==> src/rtl/rom_chip_pkg.sv <==
// Shared constants and types for the 556PT5/556PT4 fusible-link PROM programmer.
// Defines the chip IDs, the V1..V4 operation codes, the error codes and the programmer states.
package rom_chip_pkg;

  localparam int IP3604 = 1;
  localparam int IP3601 = 2;

  localparam int IP3604_DATA_WIDTH    = 8;
  localparam int IP3604_ADDRESS_WIDTH = 9;
  localparam int IP3601_DATA_WIDTH    = 4;
  localparam int IP3601_ADDRESS_WIDTH = 8;

  localparam logic [3:0] OP_READ = 4'b1100;
  localparam logic [3:0] OP_PROG = 4'b1010;

  typedef enum logic [1:0] {
    ERR_NONE     = 2'd0,
    ERR_CONFLICT = 2'd1,
    ERR_RETRY    = 2'd2,
    ERR_VERIFY   = 2'd3
  } err_code_e;

  typedef enum logic [2:0] {
    IDLE,
    SETUP,
    PULSE,
    RECOVER,
    VERIFY,
    FINAL_VERIFY,
    DONE,
    FAIL
  } state_e;

endpackage

==> src/rtl/rom_prog_timer.sv <==
// Loadable down-counter used for the settle and programming-pulse waits.
// zero_o marks the last cycle of a wait that was loaded with (length - 1).
module rom_prog_timer #(
  parameter int WIDTH = 4
) (
  input  logic             clk,
  input  logic             reset_n,
  input  logic             load_i,
  input  logic [WIDTH-1:0] load_value_i,
  input  logic             en_i,
  output logic             zero_o
);

  logic [WIDTH-1:0] count_q;

  always_ff @(posedge clk) begin
    if (reset_n) begin
      count_q <= '0;
    end else if (load_i) begin
      count_q <= load_value_i;
    end else if (en_i && (count_q != '0)) begin
      count_q <= count_q - WIDTH'(1);
    end
  end

  assign zero_o = (count_q == '0);

endmodule

==> src/rtl/rom_programmer.sv <==
// Burns one word per request into a fusible-link PROM: blank-check, pulse each missing bit, verify, retry.
// Optional whole-word re-read after the last bit is enabled with macro ROM_PROG_FINAL_VERIFY_EN.
module rom_programmer
  import rom_chip_pkg::*;
#(
  parameter int DATA_WIDTH    = 8,
  parameter int ADDRESS_WIDTH = 9,
  parameter int PULSE_CYCLES  = 1000,
  parameter int SETTLE_CYCLES = 50,
  parameter int MAX_RETRIES   = 8
) (
  input  logic                          clk,
  input  logic                          reset_n,
  input  logic                          start,
  output logic                          ready,
  input  logic [ADDRESS_WIDTH-1:0]      prog_address,
  input  logic [DATA_WIDTH-1:0]         prog_data,
  input  logic [DATA_WIDTH-1:0]         data_line_in,
  output logic [3:0]                    operation,
  output logic [ADDRESS_WIDTH-1:0]      address_line,
  output logic [DATA_WIDTH-1:0]         data_out,
  output logic [DATA_WIDTH-1:0]         data_oe,
  output logic                          done,
  output logic                          error,
  output logic [1:0]                    err_code,
  output logic [$clog2(DATA_WIDTH)-1:0] fail_bit
);

  localparam int BIT_W     = $clog2(DATA_WIDTH);
  localparam int RETRY_W   = $clog2(MAX_RETRIES + 1);
  localparam int TIMER_MAX = (PULSE_CYCLES > SETTLE_CYCLES) ? PULSE_CYCLES : SETTLE_CYCLES;
  localparam int TIMER_W   = $clog2(TIMER_MAX + 1);

  localparam logic [TIMER_W-1:0] PULSE_LOAD  = TIMER_W'(PULSE_CYCLES - 1);
  localparam logic [TIMER_W-1:0] SETTLE_LOAD = TIMER_W'(SETTLE_CYCLES - 1);
  localparam logic [RETRY_W-1:0] RETRY_LIMIT = RETRY_W'(MAX_RETRIES);

  function automatic logic [BIT_W-1:0] lowestBit(input logic [DATA_WIDTH-1:0] v);
    lowestBit = '0;
    for (int i = DATA_WIDTH - 1; i >= 0; i--) begin
      if (v[i]) lowestBit = BIT_W'(i);
    end
  endfunction

  function automatic logic [DATA_WIDTH-1:0] oneHot(input logic [BIT_W-1:0] b);
    oneHot    = '0;
    oneHot[b] = 1'b1;
  endfunction

  state_e                   state_q;
  err_code_e                errCode_q;
  logic [ADDRESS_WIDTH-1:0] address_q;
  logic [DATA_WIDTH-1:0]    target_q;
  logic [DATA_WIDTH-1:0]    pending_q;
  logic [BIT_W-1:0]         bitSel_q;
  logic [RETRY_W-1:0]       retryCount_q;
  logic [3:0]               operation_q;
  logic [DATA_WIDTH-1:0]    dataOe_q;
  logic                     ready_q;
  logic                     done_q;
  logic                     error_q;
  logic [BIT_W-1:0]         failBit_q;

  logic [DATA_WIDTH-1:0]    readConflict;
  logic [DATA_WIDTH-1:0]    readPending;
  logic [DATA_WIDTH-1:0]    pending_d;
  logic [RETRY_W-1:0]       retryCount_d;
  logic                     verifyPass;

  logic                     timerLoad;
  logic [TIMER_W-1:0]       timerValue;
  logic                     timerEn;
  logic                     timerZero;

  assign readConflict = data_line_in & ~target_q;
  assign readPending  = target_q & ~data_line_in;
  assign pending_d    = pending_q & ~oneHot(bitSel_q);
  assign retryCount_d = retryCount_q + RETRY_W'(1);
  assign verifyPass   = data_line_in[bitSel_q];

  // Each wait is loaded on the edge that enters it, so the timer hits zero on its last cycle.
  always_comb begin
    timerLoad  = 1'b0;
    timerValue = SETTLE_LOAD;
    timerEn    = 1'b0;
    case (state_q)
      IDLE:         timerLoad = start;
      SETUP: begin
        timerLoad  = timerZero;
        timerValue = PULSE_LOAD;
        timerEn    = 1'b1;
      end
      PULSE: begin
        timerLoad = timerZero;
        timerEn   = 1'b1;
      end
      RECOVER:      timerEn = 1'b1;
      VERIFY: begin
        timerLoad  = 1'b1;
        timerValue = (verifyPass && (pending_d == '0)) ? SETTLE_LOAD : PULSE_LOAD;
      end
      FINAL_VERIFY: timerEn = 1'b1;
      default: begin
        timerLoad  = 1'b0;
        timerValue = SETTLE_LOAD;
        timerEn    = 1'b0;
      end
    endcase
  end

  rom_prog_timer #(
    .WIDTH(TIMER_W)
  ) u_timer (
    .clk         (clk),
    .reset_n     (reset_n),
    .load_i      (timerLoad),
    .load_value_i(timerValue),
    .en_i        (timerEn),
    .zero_o      (timerZero)
  );

  always_ff @(posedge clk) begin
    if (reset_n) begin
      state_q      <= IDLE;
      errCode_q    <= ERR_NONE;
      address_q    <= '0;
      target_q     <= '0;
      pending_q    <= '0;
      bitSel_q     <= '0;
      retryCount_q <= '0;
      operation_q  <= OP_READ;
      dataOe_q     <= '0;
      ready_q      <= 1'b1;
      done_q       <= 1'b0;
      error_q      <= 1'b0;
      failBit_q    <= '0;
    end else begin
      done_q <= 1'b0;
      case (state_q)
        IDLE: begin
          if (start) begin
            address_q    <= prog_address;
            target_q     <= prog_data;
            error_q      <= 1'b0;
            errCode_q    <= ERR_NONE;
            retryCount_q <= '0;
            ready_q      <= 1'b0;
            operation_q  <= OP_READ;
            state_q      <= SETUP;
          end
        end
        SETUP: begin
          if (timerZero) begin
            if (readConflict != '0) begin
              error_q   <= 1'b1;
              errCode_q <= ERR_CONFLICT;
              failBit_q <= lowestBit(readConflict);
              state_q   <= FAIL;
            end else if (readPending == '0) begin
              done_q  <= 1'b1;
              state_q <= DONE;
            end else begin
              pending_q    <= readPending;
              bitSel_q     <= lowestBit(readPending);
              retryCount_q <= '0;
              operation_q  <= OP_PROG;
              dataOe_q     <= oneHot(lowestBit(readPending));
              state_q      <= PULSE;
            end
          end
        end
        PULSE: begin
          // Drivers drop on the same edge the op code returns to read.
          if (timerZero) begin
            operation_q <= OP_READ;
            dataOe_q    <= '0;
            state_q     <= RECOVER;
          end
        end
        RECOVER: begin
          if (timerZero) state_q <= VERIFY;
        end
        VERIFY: begin
          if (verifyPass) begin
            pending_q    <= pending_d;
            retryCount_q <= '0;
            if (pending_d == '0) begin
`ifdef ROM_PROG_FINAL_VERIFY_EN
              state_q <= FINAL_VERIFY;
`else
              done_q  <= 1'b1;
              state_q <= DONE;
`endif
            end else begin
              bitSel_q    <= lowestBit(pending_d);
              operation_q <= OP_PROG;
              dataOe_q    <= oneHot(lowestBit(pending_d));
              state_q     <= PULSE;
            end
          end else begin
            retryCount_q <= retryCount_d;
            if (retryCount_d == RETRY_LIMIT) begin
              error_q   <= 1'b1;
              errCode_q <= ERR_RETRY;
              failBit_q <= bitSel_q;
              state_q   <= FAIL;
            end else begin
              operation_q <= OP_PROG;
              dataOe_q    <= oneHot(bitSel_q);
              state_q     <= PULSE;
            end
          end
        end
`ifdef ROM_PROG_FINAL_VERIFY_EN
        FINAL_VERIFY: begin
          if (timerZero) begin
            if (data_line_in == target_q) begin
              done_q  <= 1'b1;
              state_q <= DONE;
            end else begin
              error_q   <= 1'b1;
              errCode_q <= ERR_VERIFY;
              failBit_q <= lowestBit(data_line_in ^ target_q);
              state_q   <= FAIL;
            end
          end
        end
`endif
        DONE, FAIL: begin
          ready_q <= 1'b1;
          state_q <= IDLE;
        end
        default: begin
          operation_q <= OP_READ;
          dataOe_q    <= '0;
          ready_q     <= 1'b1;
          state_q     <= IDLE;
        end
      endcase
    end
  end

  assign ready        = ready_q;
  assign operation    = operation_q;
  assign address_line = address_q;
  assign data_out     = dataOe_q;
  assign data_oe      = dataOe_q;
  assign done         = done_q;
  assign error        = error_q;
  assign err_code     = errCode_q;
  assign fail_bit     = failBit_q;

endmodule

==> config.mk <==
export PLATFORM = sky130hd
export DESIGN_NAME = rom_programmer
export DESIGN_NICKNAME = d
export VERILOG_FILES = /design/src/rtl/rom_chip_pkg.sv /design/src/rtl/rom_prog_timer.sv /design/src/rtl/rom_programmer.sv
export SDC_FILE = /design/constraint.sdc
export NUM_CORES = 1
export LEC_CHECK = 0
export ABC_AREA = 1
export ABC_CLOCK_PERIOD_IN_PS = 2400
export CELL_PAD_IN_SITES_DETAIL_PLACEMENT = 1
export CELL_PAD_IN_SITES_GLOBAL_PLACEMENT = 1
export CORE_MARGIN = 1
export CORE_UTILIZATION = 35
export CTS_BUF_LIST = sky130_fd_sc_hd__clkbuf_8
export DETAILED_ROUTE_END_ITERATION = 6
export PLACE_DENSITY = 0.85
export SYNTH_ARGS = -nofsm -noshare
export SYNTH_HDL_FRONTEND = slang
export SYNTH_SLANG_ARGS = --single-unit
==> constraint.sdc <==
create_clock -name clk -period 2.4 [get_ports clk]
set_clock_uncertainty 0.1 [all_clocks]
set_input_delay 0.48 -clock clk [delete_from_list [all_inputs] [get_ports clk]]
set_output_delay 0.48 -clock clk [all_outputs]
set_load 0.02 [all_outputs]
==> implementation parameters <==
Parameter                              Value

Status
  Run status ... finished clean

Clocking
  Inserted Clock Buffers ... 9
  # hold bufs at CTS ... 0
  Worst-Skew Late Latency ... 0.35 ns
  Number of levels the H-tree was split into ... 3
  TritonCTS clock tree ... yes
  Clock edge transition at the registers on the reported setup and hold paths ... 0.07 ns
  Maximum clock insertion buffer count ... 2
  Clock tree sinks ... 63
  Clock root cell ... clkbuf_8

Logic synthesis
  Total of warnings raised by yosys ... 0
  Main combinational cell family by area after synthesis ... simple AND/OR/NAND/NOR gates
  Share of flip-flops with an asynchronous set or reset after synthesis ... 0%
  Share of the synthesized netlist area taken by xor and xnor gates ... 1.14%
  Adder-Cell Fraction of Synth Area ... 0.978%
  Cell count after synthesis ... 599
  Leading post-synthesis cells by cell area ... dfxtp_1, nand2_1, nor2_1, o21ai_0, a21oi_1
  Area fraction in and, or, nand and nor cells after synthesis ... 35.9%
  Seq/Total Area, Yosys ... 32.8%
  Flops & latches, synth ... 63
  Ys flop type ... dfxtp_1
  Multiplexer share of the synthesized area ... 0%
  Count of unique library cells instantiated by Yosys ... 41
  Complex-gate fraction of the synthesized area ... 17.1%
  Number of synthesized flops with an enable pin ... 0
  Cell Area, Synth ... 3840 um^2
  Top cell type's share of synthesized area ... 32.8%
  Number of nets produced by synthesis ... 630
  Post-synthesis cell type with the largest combined area ... dfxtp_1
  Synthesized area divided by synthesized cell count ... 6.41 um^2

Floorplan
  Starting density of the core ... 36.7%
  Die area ... 11400 um^2
  Number of cell rows ... 37
  Width of the die ... 107 um
  Number of top-level design ports ... 65
  Core Footprint ... 10500 um^2
  Floorplan die height ... 107 um

Placed design
  Number of buffer cells added on primary ports ... 62
  Routability-driven placement congestion ratio ... 0.899
  Area of placed instances ... 4690 um^2
  Pre-CTS worst setup slack ... -0.152 ns
  DP Wirelength ... 9310 um

Worst setup path
  Required time of the critical path ... 2.59 ns
  Critical-path maximum fanout ... 9
  Worst r2r src ... u_timer.count_q[0]
  Launching instance or port of the critical path ... data_line_in[2]
  Crit path cell chain ... clkdlybuf4s50_1 > nand2_1 > o21ai_1 > nor2_2 > nand3_1 > nand2_2 > buf_4 > nand3_1 > nor2_4 > nand2_8 > nor2_8 > nand2_1 > a21oi_2
  Largest stage delay on the critical path ... 0.48 ns
  Crit Path Class ... input port to flop
  Crit-path slowest cell ... clkdlybuf4s50_1
  Number of cells traversed by the worst register-to-register path ... 12
  Endpoint of the most critical register-to-register path ... pending_q[1]
  Data arrival time of the worst path ... 2.39 ns
  Endpoint type of the worst setup path ... flop
  Critical path startpoint category ... input port
  Register-to-register setup slack ... 0.23 ns

Global route
  Grt ovf ... 0
  Pin count of the biggest net entering global routing ... 40
  Combined global-route utilization of all metal layers ... 22.2%
  Initial antenna violation count ... 0
  Wire length of the first global-routing pass ... 19900 um
  Vias in the first global route ... 4219

STA
  Max Freq ... 454 MHz
  Final Max Tran Viols ... 0
  Post-Route Setup TNS ... 0 ns
  Final-report hold violation count ... 0
  Final setup fails ... 0
  Least setup slack across all paths after layout ... 0.195 ns
  Actual slew at the worst max-slew pin ... 0.704 ns
  Final period util ... 91.9%
  Unrepaired setup endpoints after global routing ... no
  Clock period minus worst slack ... 2.20 ns
  Headroom to the max-slew limit ... 53.0%

Pwr
  Internal power ... 3.17 mW
  Sw Ratio ... 49.2%
  Power per standard cell area ... 1280 nW/um^2
  Part of the total power dissipated in the clock network ... 14.9%
  Peak VDD IR ... 0.565 mV
  Part of the power in combinational logic ... 58.5%
  Net Sw Power ... 3.08 mW
  Static leakage ... 2.23 nW
  PnR Total Power ... 6.25 mW
  Sequential cell fraction of total power ... 26.6%

Cells and area
  Most frequent cells in the layout ... nand2_1, nor2_1, dfxtp_1, clkdlybuf4s50_1, inv_1
  Syn-to-layout area delta ... 27.3%
  Area of all placed cells without fillers ... 4890 um^2
  Fill count ... 1440
  Total number of nets in the final design ... 705
  Most common library cell in the layout ignoring fill and taps ... nand2_1
  Fraction of layout instances using a drive strength above 1 ... 14.1%
  Final core area utilization ... 46.7%
  Number of antenna cells inserted ... 0

Route
  Total vias in the final route ... 4091
  Iter 0 DRT Violations ... 162
  DRC violation count after routing ... 0
  Total wirelength of the detailed-routed design ... 12000 um
  Via/cell ratio ... 5.04
  Antenna-violating nets left ... 0
  Drt pass-1 iters ... 4
  Routed wire per std cell ... 14.8 um

Run
  Number of violations of the max-capacitance limit ... 0

Worst hold path
  Hold path cells ... 2
  Worst Hold End ... err_code[0]
  Hold wc startpoint ... err_code[0]
  Tightest Hold Check Type ... flop to flop
-- flip-flops by register name, indices dropped and copies added, names as in the netlist --
signal	count
address_line	9
bitSel_q	3
data_oe	8
done	1
err_code	2
error	1
fail_bit	3
operation	2
pending_q	8
ready	1
retryCount_q	4
state_q	3
target_q	8
u_timer.count_q	10
-- power by group through the flow --
| stage | sequential [mW] | combinational [mW] | clock, mW |
|---|---|---|---|
| floorplan | 1.68 | 2.40 | 0 |
| global placement | 1.66 | 3.44 | 0 |
| detailed placement | 1.68 | 3.62 | 0 |
| CTS | 1.66 | 3.64 | 0.958 |
| global route | 1.71 | 4.06 | 1.01 |
| finish | 1.66 | 3.65 | 0.932 |
-- kinds of logic (layout without fill, tap and decap cells) --
group                      Yosys count  count (layout)
xor gates and xnor gates             5               5
other                                2               2
buffers and inverters              101             178
AOI/OAI and AO/OA                  120             120
and+or+nand+nor                    305             305
adders and majority gates            3               3
DFF                                 63              63
-- synth_stat cells (3+ instances only) --
cell	instances
a21oi_1	44
a21oi_2	6
a31oi_1	9
buf_4	12
buf_6	3
clkbuf_1	12
dfxtp_1	63
ha_1	3
inv_1	56
inv_2	13
inv_4	3
nand2_1	148
nand2_2	11
nand3_1	39
nand3_2	3
nand4_1	3
nor2_1	75
nor2_2	5
nor2_4	4
nor3_1	5
o21ai_0	47
o21ai_1	5
or2_1	4
xor2_1	3
-- how the worst max path moves through the flow --
stage / end / slack [ns] / cells past startpoint
5_1_grt: data_oe[4] / 0.01 / 13
4_1_cts: data_oe[3] / 0.23 / 13
2_1_floorplan: u_timer.count_q[6] / 0.55 / 13
6_report: data_oe[3] / 0.20 / 13
3_5_place_dp: bitSel_q[0] / -0.15 / 11
3_3_place_gp: data_oe[0] / -0.07 / 13
-- timing repair --
item / in CTS / in global routing
setup buffers: 0 / 0
setup endpoints to repair: 0 / 2
gates resized for setup: 0 / 2
-- through the flow --
| step | cells | hold WS [ns] |
|---|---|---|
| final | 812 | 0.362 |
| after global routing | 812 | 0.398 |
| after CTS | 812 | 0.365 |
| after detailed placement | 799 | 0.355 |
| after global placement | 799 | 0.342 |
| after floorplan | 599 | 0.344 |
-- area by class of cell --
cell class / instances / area [um^2] / share of cell area [%]
Clock buffer: 11 / 151 / 3.10
Clock inverter: 2 / 33.8 / 0.691
Inverter: 73 / 282 / 5.76
Multi-Input combinational cell: 435 / 2130 / 43.6
Sequential cell: 63 / 1260 / 25.8
Tap cell: 136 / 170 / 3.48
Timing Repair Buffer: 92 / 858 / 17.6
-- critical path: cells and delay by family --
kind	cells	cell delay (ns)
simple gates	9	1.09
buf+inv	2	0.59
compound gates	2	0.22
-- layer usage --
layer / wire, um / up-vias / global-route usage [%]
met5: 0 / - / 0
met4: 277 / 0 / 9.10
met3: 372 / 20 / 4.13
met2: 6090 / 66 / 40.2
met1: 5270 / 1945 / 25.5
li1: - / 2060 / -
No activity file was read; power rests on OpenSTA's default activity.
